**src/rtl/fetch_sequencer_pkg.sv**
```systemverilog
// Shared constants for the RPN-CPU fetch sequencer: widths, attention-event
// bit positions and the run-control state encoding.
package fetch_sequencer_pkg;

  localparam int ADDR_W  = 8;
  localparam int NUM_EVT = 8;
  localparam int SEL_W   = 3;

  localparam int EVT_PUSH = 0;
  localparam int EVT_POP  = 1;
  localparam int EVT_ADD  = 2;
  localparam int EVT_MULT = 3;
  localparam int EVT_OFLW = 4;

  typedef enum logic [1:0] {
    FS_RUN   = 2'd0,
    FS_PAUSE = 2'd1,
    FS_STEP  = 2'd2
  } fs_state_e;

endpackage

```
**src/rtl/fetch_sequencer_if.sv**
```systemverilog
// Decode/control bundle between the CPU core and the fetch sequencer.
// The master drives the decode and run-control inputs. The slave (the sequencer) returns pc and status.
interface fetch_sequencer_if #(
  parameter int ADDR_W  = fetch_sequencer_pkg::ADDR_W,
  parameter int NUM_EVT = fetch_sequencer_pkg::NUM_EVT,
  parameter int SEL_W   = fetch_sequencer_pkg::SEL_W
);
  logic               tick;
  logic               run;
  logic               step;
  logic [NUM_EVT-1:0] evt_in;
  logic               jmp_taken;
  logic [ADDR_W-1:0]  jmp_addr;
  logic               atc_req;
  logic [SEL_W-1:0]   atc_sel;
  logic [ADDR_W-1:0]  atc_addr;
  logic [ADDR_W-1:0]  pc;
  logic               exec_en;
  logic [NUM_EVT-1:0] flags;
  logic               paused;

  modport master (
    output tick, run, step, evt_in, jmp_taken, jmp_addr, atc_req, atc_sel, atc_addr,
    input  pc, exec_en, flags, paused
  );

  modport slave (
    input  tick, run, step, evt_in, jmp_taken, jmp_addr, atc_req, atc_sel, atc_addr,
    output pc, exec_en, flags, paused
  );
endinterface

```
**src/rtl/fetch_sequencer_atc_flag_bank.sv**
```systemverilog
// Sticky attention flags: rising-edge capture of event levels, plus single-bit
// consumption when an executing ATC finds its selected flag set.
module atc_flag_bank #(
  parameter int NUM_EVT = 8,
  parameter int SEL_W   = 3
) (
  input  logic               clk_i,
  input  logic               reset_i,
  input  logic [NUM_EVT-1:0] evt_i,
  input  logic               consume_en_i,
  input  logic [SEL_W-1:0]   sel_i,
  output logic               hit_o,
  output logic [NUM_EVT-1:0] flags_o
);
  import fetch_sequencer_pkg::*;

  logic [NUM_EVT-1:0] evt_prev_q;
  logic [NUM_EVT-1:0] flags_q, flags_d;
  logic [NUM_EVT-1:0] rise, seen, consume_mask;
  logic               hit;

  // A rise in the same cycle as the ATC counts as a hit, so it is consumed at once.
  always_comb begin
    // NOTE: every output gets a default first so no path leaves one unassigned (no latch).
    hit          = 1'b0;
    consume_mask = '0;
    rise         = evt_i & ~evt_prev_q;
    seen         = flags_q | rise;
    if (int'(sel_i) < NUM_EVT) begin
      hit                 = seen[sel_i];
      consume_mask[sel_i] = consume_en_i & seen[sel_i];
    end
    flags_d = seen & ~consume_mask;
  end

  // Edge history keeps tracking through reset so a level held across reset is not seen as a rise.
  always_ff @(posedge clk_i) begin
    // NOTE: non-blocking so every flop samples the pre-edge values of its neighbours.
    evt_prev_q <= evt_i;
    if (reset_i) flags_q <= '0;
    else         flags_q <= flags_d;
  end

  assign hit_o   = hit;
  assign flags_o = flags_q;

endmodule

```
**src/rtl/fetch_sequencer.sv**
```systemverilog
// Program counter and run/pause/step control for the RPN-calculator CPU.
// Chooses jump, ATC branch or sequential next address on each executing tick.
module fetch_sequencer #(
  parameter int ADDR_W  = fetch_sequencer_pkg::ADDR_W,
  parameter int NUM_EVT = fetch_sequencer_pkg::NUM_EVT,
  parameter int SEL_W   = fetch_sequencer_pkg::SEL_W
) (
  input  logic               clk,
  input  logic               reset,
  fetch_sequencer_if.slave   bus
);
  import fetch_sequencer_pkg::*;

  fs_state_e          state_q, state_d;
  logic [ADDR_W-1:0]  pc_q, pc_d;
  logic               exec_en;
  logic               paused;
  logic               atc_hit;
  logic [NUM_EVT-1:0] flags;

  // A jump that is decoded together with an ATC blocks the ATC from consuming its flag.
  atc_flag_bank #(.NUM_EVT(NUM_EVT), .SEL_W(SEL_W)) u_flag_bank (
    .clk_i        (clk),
    .reset_i      (reset),
    .evt_i        (bus.evt_in),
    .consume_en_i (exec_en & bus.atc_req & ~bus.jmp_taken),
    .sel_i        (bus.atc_sel),
    .hit_o        (atc_hit),
    .flags_o      (flags)
  );

  always_ff @(posedge clk) begin
    if (reset) state_q <= bus.run ? FS_RUN : FS_PAUSE;
    else       state_q <= state_d;
  end

  // STEP leaves only on a tick; a run request during STEP is picked up from PAUSE.
  always_comb begin
    state_d = state_q;
    unique case (state_q)
      FS_RUN:   if (!bus.run) state_d = FS_PAUSE;
      FS_PAUSE: if (bus.run) state_d = FS_RUN;
                else if (bus.step) state_d = FS_STEP;
      FS_STEP:  if (bus.tick) state_d = FS_PAUSE;
      default:  state_d = FS_PAUSE;
    endcase
  end

  always_comb begin
    exec_en = ~reset & bus.tick & ((state_q == FS_RUN) | (state_q == FS_STEP));
    paused  = (state_q == FS_PAUSE);
  end

  always_comb begin
    pc_d = pc_q;
    if (exec_en) begin
      if (bus.jmp_taken)                pc_d = bus.jmp_addr;
      else if (bus.atc_req && atc_hit)  pc_d = bus.atc_addr;
      else                              pc_d = pc_q + 1'b1;
    end
  end

  always_ff @(posedge clk) begin
    if (reset) pc_q <= '0;
    else       pc_q <= pc_d;
  end

  assign bus.pc      = pc_q;
  assign bus.exec_en = exec_en;
  assign bus.flags   = flags;
  assign bus.paused  = paused;

endmodule

```
**src/flat_wrapper.sv**
```systemverilog
// flat-port wrapper written by rule: the top's interface ports become plain ports
module fetch_sequencer_flat import fetch_sequencer_pkg::*;
#(
  parameter int ADDR_W  = fetch_sequencer_pkg::ADDR_W,
  parameter int NUM_EVT = fetch_sequencer_pkg::NUM_EVT,
  parameter int SEL_W   = fetch_sequencer_pkg::SEL_W
)
  (clk, reset, bus_tick, bus_run, bus_step, bus_evt_in, bus_jmp_taken, bus_jmp_addr, bus_atc_req, bus_atc_sel, bus_atc_addr, bus_pc, bus_exec_en, bus_flags, bus_paused);
  fetch_sequencer_if #(.ADDR_W(ADDR_W), .NUM_EVT(NUM_EVT), .SEL_W(SEL_W)) bus_i ();
  input  logic clk;
  input  logic reset;
  input wire logic [$bits(bus_i.tick)-1:0] bus_tick;
  input wire logic [$bits(bus_i.run)-1:0] bus_run;
  input wire logic [$bits(bus_i.step)-1:0] bus_step;
  input wire logic [$bits(bus_i.evt_in)-1:0] bus_evt_in;
  input wire logic [$bits(bus_i.jmp_taken)-1:0] bus_jmp_taken;
  input wire logic [$bits(bus_i.jmp_addr)-1:0] bus_jmp_addr;
  input wire logic [$bits(bus_i.atc_req)-1:0] bus_atc_req;
  input wire logic [$bits(bus_i.atc_sel)-1:0] bus_atc_sel;
  input wire logic [$bits(bus_i.atc_addr)-1:0] bus_atc_addr;
  output wire logic [$bits(bus_i.pc)-1:0] bus_pc;
  output wire logic [$bits(bus_i.exec_en)-1:0] bus_exec_en;
  output wire logic [$bits(bus_i.flags)-1:0] bus_flags;
  output wire logic [$bits(bus_i.paused)-1:0] bus_paused;
  assign bus_i.tick = bus_tick;
  assign bus_i.run = bus_run;
  assign bus_i.step = bus_step;
  assign bus_i.evt_in = bus_evt_in;
  assign bus_i.jmp_taken = bus_jmp_taken;
  assign bus_i.jmp_addr = bus_jmp_addr;
  assign bus_i.atc_req = bus_atc_req;
  assign bus_i.atc_sel = bus_atc_sel;
  assign bus_i.atc_addr = bus_atc_addr;
  assign bus_pc = bus_i.pc;
  assign bus_exec_en = bus_i.exec_en;
  assign bus_flags = bus_i.flags;
  assign bus_paused = bus_i.paused;
  fetch_sequencer #(.ADDR_W(ADDR_W), .NUM_EVT(NUM_EVT), .SEL_W(SEL_W)) u_core (.clk(clk), .reset(reset), .bus(bus_i));
endmodule
```
**config.mk**
```make
export PLATFORM = sky130hd
export DESIGN_NAME = fetch_sequencer_flat
export DESIGN_NICKNAME = d
export VERILOG_FILES = /design/src/rtl/fetch_sequencer_pkg.sv /design/src/rtl/fetch_sequencer_if.sv /design/src/rtl/fetch_sequencer_atc_flag_bank.sv /design/src/rtl/fetch_sequencer.sv /design/src/flat_wrapper.sv
export SDC_FILE = /design/constraint.sdc
export NUM_CORES = 1
export LEC_CHECK = 0
export CORE_MARGIN = 2
export CORE_UTILIZATION = 40
export CTS_BUF_LIST = sky130_fd_sc_hd__clkbuf_8
export DETAILED_ROUTE_END_ITERATION = 8
export GPL_ROUTABILITY_DRIVEN = 0
export GPL_TIMING_DRIVEN = 0
export PLACE_DENSITY = 0.82
export REMOVE_ABC_BUFFERS = 1
export SLEW_MARGIN = 30
export SYNTH_ARGS = -nofsm -noshare
export SYNTH_HDL_FRONTEND = slang
export SYNTH_HIERARCHICAL = 1
export SYNTH_SLANG_ARGS = --single-unit
export TNS_END_PERCENT = 1
```
**constraint.sdc**
```tcl
create_clock -name clk -period 3.49 [get_ports clk]
set_input_delay 1.047 -clock clk [delete_from_list [all_inputs] [get_ports clk]]
set_output_delay 1.047 -clock clk [all_outputs]
set_load 0.1 [all_outputs]
```
# After elaboration in Yosys (flattened, before gate mapping)
# Cells that the tools add are included.
[word_totals]
ff_bits = 26
inputBits = 34
output_inout_bits = 18
wordCells = 43
[classes]
addsub = 1
order_cmp = 2
eq_ne = 5
muxes = 13
bitwise_logic = 14
reduce_logical = 4
[ops]
columns = ["cell", "n"]
rows = [
  ["$and A8 B8 Y8", 3],
  ["$mux W8", 2],
  ["$not A8 Y8", 2],
  ["$mux W2", 5],
  ["$add A8 B1 Y8 const B", 1],
  ["$or A8 B8 Y8", 1],
  ["$ne A3 B3 Y1 const B", 2],
  ["$pmux W2 S3", 1],
  ["$and A1 B1 Y1", 5],
  ["$lt A3 B4 Y1 const B", 1],
  ["$ne A4 B4 Y1 const B", 1],
  ["$bmux W1 S3", 1],
  ["$demux W1 S3", 1],
  ["$ge A3 B1 Y1 const B", 1],
  ["$mux W1", 3],
  ["$reduce_and A3 Y1", 1],
  ["$eq A2 B1 Y1 const B", 1],
  ["$eq A2 B2 Y1 const B", 1],
  ["$logic_and A1 B1 Y1", 2],
  ["$logic_not A2 Y1", 1],
  ["$not A1 Y1", 2],
  ["$or A1 B1 Y1", 1],
]

# Longest topological paths before layout
# Gate-level depths: netlist of the first run.
[logic_depth]
depth_word = 9
mapped_depth = 10

# By module
# The synthesis of the first run kept the hierarchy.
[modules_own_cells]
columns = ["module", "n_inst", "cells_per_inst", "area_per_inst_um2", "seq_area_each_um2"]
rows = [
  ["fetch_sequencer", 1, 89, 699.4, 220.2],
  ["atc_flag_bank", 1, 59, 605.6, 320.3],
]

# Worst setup path before layout of the first run
# No wires, ideal clock.
[synth_timing]
path_kind = "input to output"
start = "input port reset"
end = "output port bus_exec_en"
t_arrival_ps = 1807
t_required_ps = 2443
slack_ps = 636
stages = 3
cell_sequence = "or3b_4 -> inv_1 -> buf_4"
[synth_via]
elab_chain_cells = 3
[synth_lines]
columns = ["element", "line", "text"]
rows = [
  ["start: declaration", "flat_wrapper.sv:11", "input logic reset;"],
  ["$not A1 Y1", "fetch_sequencer.sv:50", "exec_en = ~reset & bus.tick & ((state_q == FS_RUN) | (state_q == FS_STEP));"],
  ["$and A1 B1 Y1 (2 in series)", "fetch_sequencer.sv:50", ""],
  ["end: declaration", "flat_wrapper.sv:22", "output wire logic [$bits(bus_i.exec_en)-1:0] bus_exec_en;"],
]
# No other way between the ends.

# Worst setup path after layout of the first run
# Ends and elaborated chain as after synthesis.

==> results of run 1 <==
==> final cells by class <==
cell class                      count  area (sq um)  area share
Clock buffer                        4          55.1      0.0290
Inverter                           13          55.1      0.0290
Multi-Input combinational cell    103           672       0.354
Sequential cell                    26           541       0.285
Tap cell                           44          55.1      0.0290
Timing Repair Buffer               52           518       0.273
==> per-stage QoR <==
stage | hold WS [ps] | utilization
4_1_cts | 533 | 0.616
3_5_place_dp | 520 | 0.594
3_3_place_gp | 501 | 0.594
6_report | 526 | 0.616
5_1_grt | 556 | 0.616
2_1_floorplan | 496 | -
==> flip-flops by register name, indices dropped and copies added, names as in the netlist <==
register and count:
u_core/bus.pc 8, u_core/u_flag_bank/evt_prev_q 8, u_core/u_flag_bank/flags_o 8, u_core/state_q 2
==> cells by family after synthesis <==
kind of cell / synth area share
compound gates: 0.263
simple gates: 0.215
flops: 0.414
buf+inv: 0.0710
xor+xnor: 0.0201
mux: 0.00767
fa+ha+maj: 0.00959
==> power groups by stage <==
stage                     Sequential, W  Combinational, W  Clock, W
after floorplan                0.000438         0.0000909         0
after global routing           0.000347          0.000293  0.000205
after detailed placement       0.000351          0.000276         0
final                          0.000343          0.000280  0.000189
after global placement         0.000348          0.000271         0
after CTS                      0.000344          0.000279  0.000195
==> critical path: stages <==
cell and delay [ps]:
dlygate4sd2_1 410, or3b_4 470, clkinvlp_4 180, buf_6 250
==> layer usage <==
layer / up-vias / global-route usage
met5: - / 0
met1: 625 / 0.229
met4: 0 / 0.0559
met3: 2 / 0.0525
li1: 645 / -
met2: 55 / 0.354
==> timing repair <==
item | CTS | global route
buffers inserted | 1 | 0
setup endpoints to repair | 1 | 0
gates resized for setup | 9 | 0
==> layout by cell type (no fill, tap or decap), types with 2 or more instances in the layout <==
| cell type | netlist | routed |
|---|---|---|
| clkdlybuf4s50_1 | 0 | 49 |
| o21ai_0 | 8 | 8 |
| nand2b_1 | 2 | 2 |
| nor3_1 | 5 | 5 |
| nor3b_1 | 2 | 2 |
| nand3_1 | 5 | 5 |
| xor2_1 | 2 | 2 |
| nor2b_4 | 2 | 2 |
| nor2b_1 | 2 | 2 |
| nor2_1 | 6 | 6 |
| a211oi_1 | 2 | 2 |
| edfxtp_1 | 2 | 2 |
| nand2_1 | 12 | 12 |
| o22ai_1 | 3 | 3 |
| clkbuf_8 | 0 | 4 |
| and3_1 | 3 | 3 |
| a211o_1 | 3 | 3 |
| a21oi_1 | 16 | 16 |
| dfxtp_1 | 24 | 24 |
| nand4_1 | 2 | 2 |
| o211ai_1 | 2 | 2 |
| inv_1 | 12 | 11 |
| a311oi_1 | 6 | 6 |
==> worst min-delay path by stage <==
stage,slack (ps),depth (start not counted),to
detailed placement,520,1,u_core/bus.pc[7]
floorplan,500,3,u_core/u_flag_bank/flags_o[0]
finish,530,1,u_core/bus.pc[7]
CTS,530,1,u_core/bus.pc[7]
global placement,500,1,u_core/bus.pc[7]
global route,560,2,u_core/u_flag_bank/flags_o[0]
==> metrics.md, run 1 <==
| Metric | Value |
|---|---|
| CTS buffer count | 3 |
| Psw | 0.000295 W |
| Max Fanout on Critical Path | 15 |
| Synth Instances | 148 |
| FF+latch count, synth | 26 |
| Worst Setup Start Kind | primary input |
| Leakage | 0.730 nW |
| Wire length on met2 | 1840 microns |
| # rows | 20 |
| Reg2Reg Launch Point | u_core/u_flag_bank/evt_prev_q[0] |
| Layout cells sized above 1 | 0.0909 |
| Max layer used | met4 |
| Initial Util | 0.424 |
| Combinational cell fraction of total power | 0.344 |
| Reg2reg path depth | 8 |
| Layout net count | 234 |
| Worst Skew | 2.23 ps |
| Number of library cell types mapped by synthesis | 46 |
| Grt total ovfl | 0 |
| Area delta synth->final | 45.3% |
| Ports | 52 |
| Final critical-path required period | 3410 ps |
| H-tree depth | 1 |
| Flop pwr share | 0.423 |
| Met3 routed WL | 211 microns |
| Final Hold Fails | 0 |
| Setup TNS | 0 ps |
| Top-count cell post-synth | dfxtp_1 |
| Min-Delay Path Class | flip-flop to flip-flop |
| Final Cycle Share | 0.977 |
| Clock Latency Late Sink | 260 ps |
| HP Start | u_core/bus.pc[7] |
| Port Buffer Count | 51 |
| Global-route wire length before repair | 5590 microns |
| Fill cells | 294 |
| # DRC | 0 |
| GRT Resource Usage Total | 0.197 |
| Pre-CTS setup slack | -1360 ps |
| Switching share of power | 0.363 |
| Largest net degree at the start of global routing | 16 |
| CTS Buffer Depth | 2 |
| Die Y | 61.1 microns |
| Relative slew slack | 0.346 |
| Least-Margin Pin Slew | 978 ps |
| Internal Power | 0.000518 W |
| Worst Path Required | 2440 ps |
| Status | finished, final reports clean |
| Synth cell count leaders | dfxtp_1 (24), a21oi_1 (16), inv_1 (12), nand2_1 (12), o21ai_0 (8) |
| DR vias/cell | 5.48 |
| Register area share after synthesis | 0.414 |
| Worst setup path end | bus_exec_en |
| Die Wd | 61.1 microns |
| Initial DRC count | 69 |
| Vias in the first global route | 1342 |
| Fin cells | 242 |
| Final Slew Violations | 0 |
| Hold_buf cts | 0 |
| Worst vdd ir | 0.000255 V |
| Top FF cell, synth | dfxtp_1 |
| DPL Wire Length | 2600 microns |
| Cell area after synthesis | 1310 sq um |
| WP data arrival | 2360 ps |
| Clock sinks | 26 |
| Clock transition at path regs | 80 ps |
| CTS tree | done |
| Leading cell types by total area after synthesis | dfxtp_1 (37%), a21oi_1 (6.1%), edfxtp_1 (4.6%), a311oi_1 (4.0%), inv_1 (3.5%) |
| Routed Antenna Nets | 0 |
| Initial antenna violation count | 0 |
| Worst Slack Setup Final | 78.7 ps |
| Post-synth ARST share | 0 |
| Max Clk Rate | 0.293 GHz |
| Unrepaired setup endpoints after global routing | no |
| Pre-antenna DRT Iters | 4 |
| CTS root buffer | clkbuf_8 |
| Reg2reg setup slack | 1320 ps |
| EDFF count, synth | 2 |
| Critical Path End Type | output port |
| MaxCap Viol Count | 0 |
| Clock power frac | 0.233 |
| Yosys top cell area share | 0.368 |
| R2r endpoint | u_core/bus.pc[4] |
| Routed WL per cell | 14.3 microns |
| Vias | 1327 |
| DP Cell Count | 237 |
| Pwr Total | 0.000812 W |
| Critical path origin | reset |
| Setup CP Type | primary input to output port |
| Mean Syn Cell Area | 8.82 sq um |
| Ys Warns | 6 |
| Post-Route WL | 3460 microns |
| Metal-1 WL | 1390 microns |
| Design area | 1900 sq um |
| Largest area contributor in the netlist | dfxtp_1 |
| Final setup violation count | 0 |
| Placed instance area | 1830 sq um |
| Die ar. | 3740 sq um |
| Power per cell area | 428 nW/um^2 |
| Number of diodes | 0 |
| Core area | 3080 sq um |
Power figures use the tool's default switching activity.
==> inputs of run 2 (changes only) <==
--- a/config.mk
+++ b/config.mk
@@ -11,6 +11,7 @@
 export DETAILED_ROUTE_END_ITERATION = 8
 export GPL_ROUTABILITY_DRIVEN = 0
 export GPL_TIMING_DRIVEN = 0
+export HOLD_SLACK_MARGIN = 0.08
 export PLACE_DENSITY = 0.82
 export REMOVE_ABC_BUFFERS = 1
 export SLEW_MARGIN = 30
==> results of run 2 <==
The final DEF is identical to that of run 1; final timing and power are the same.
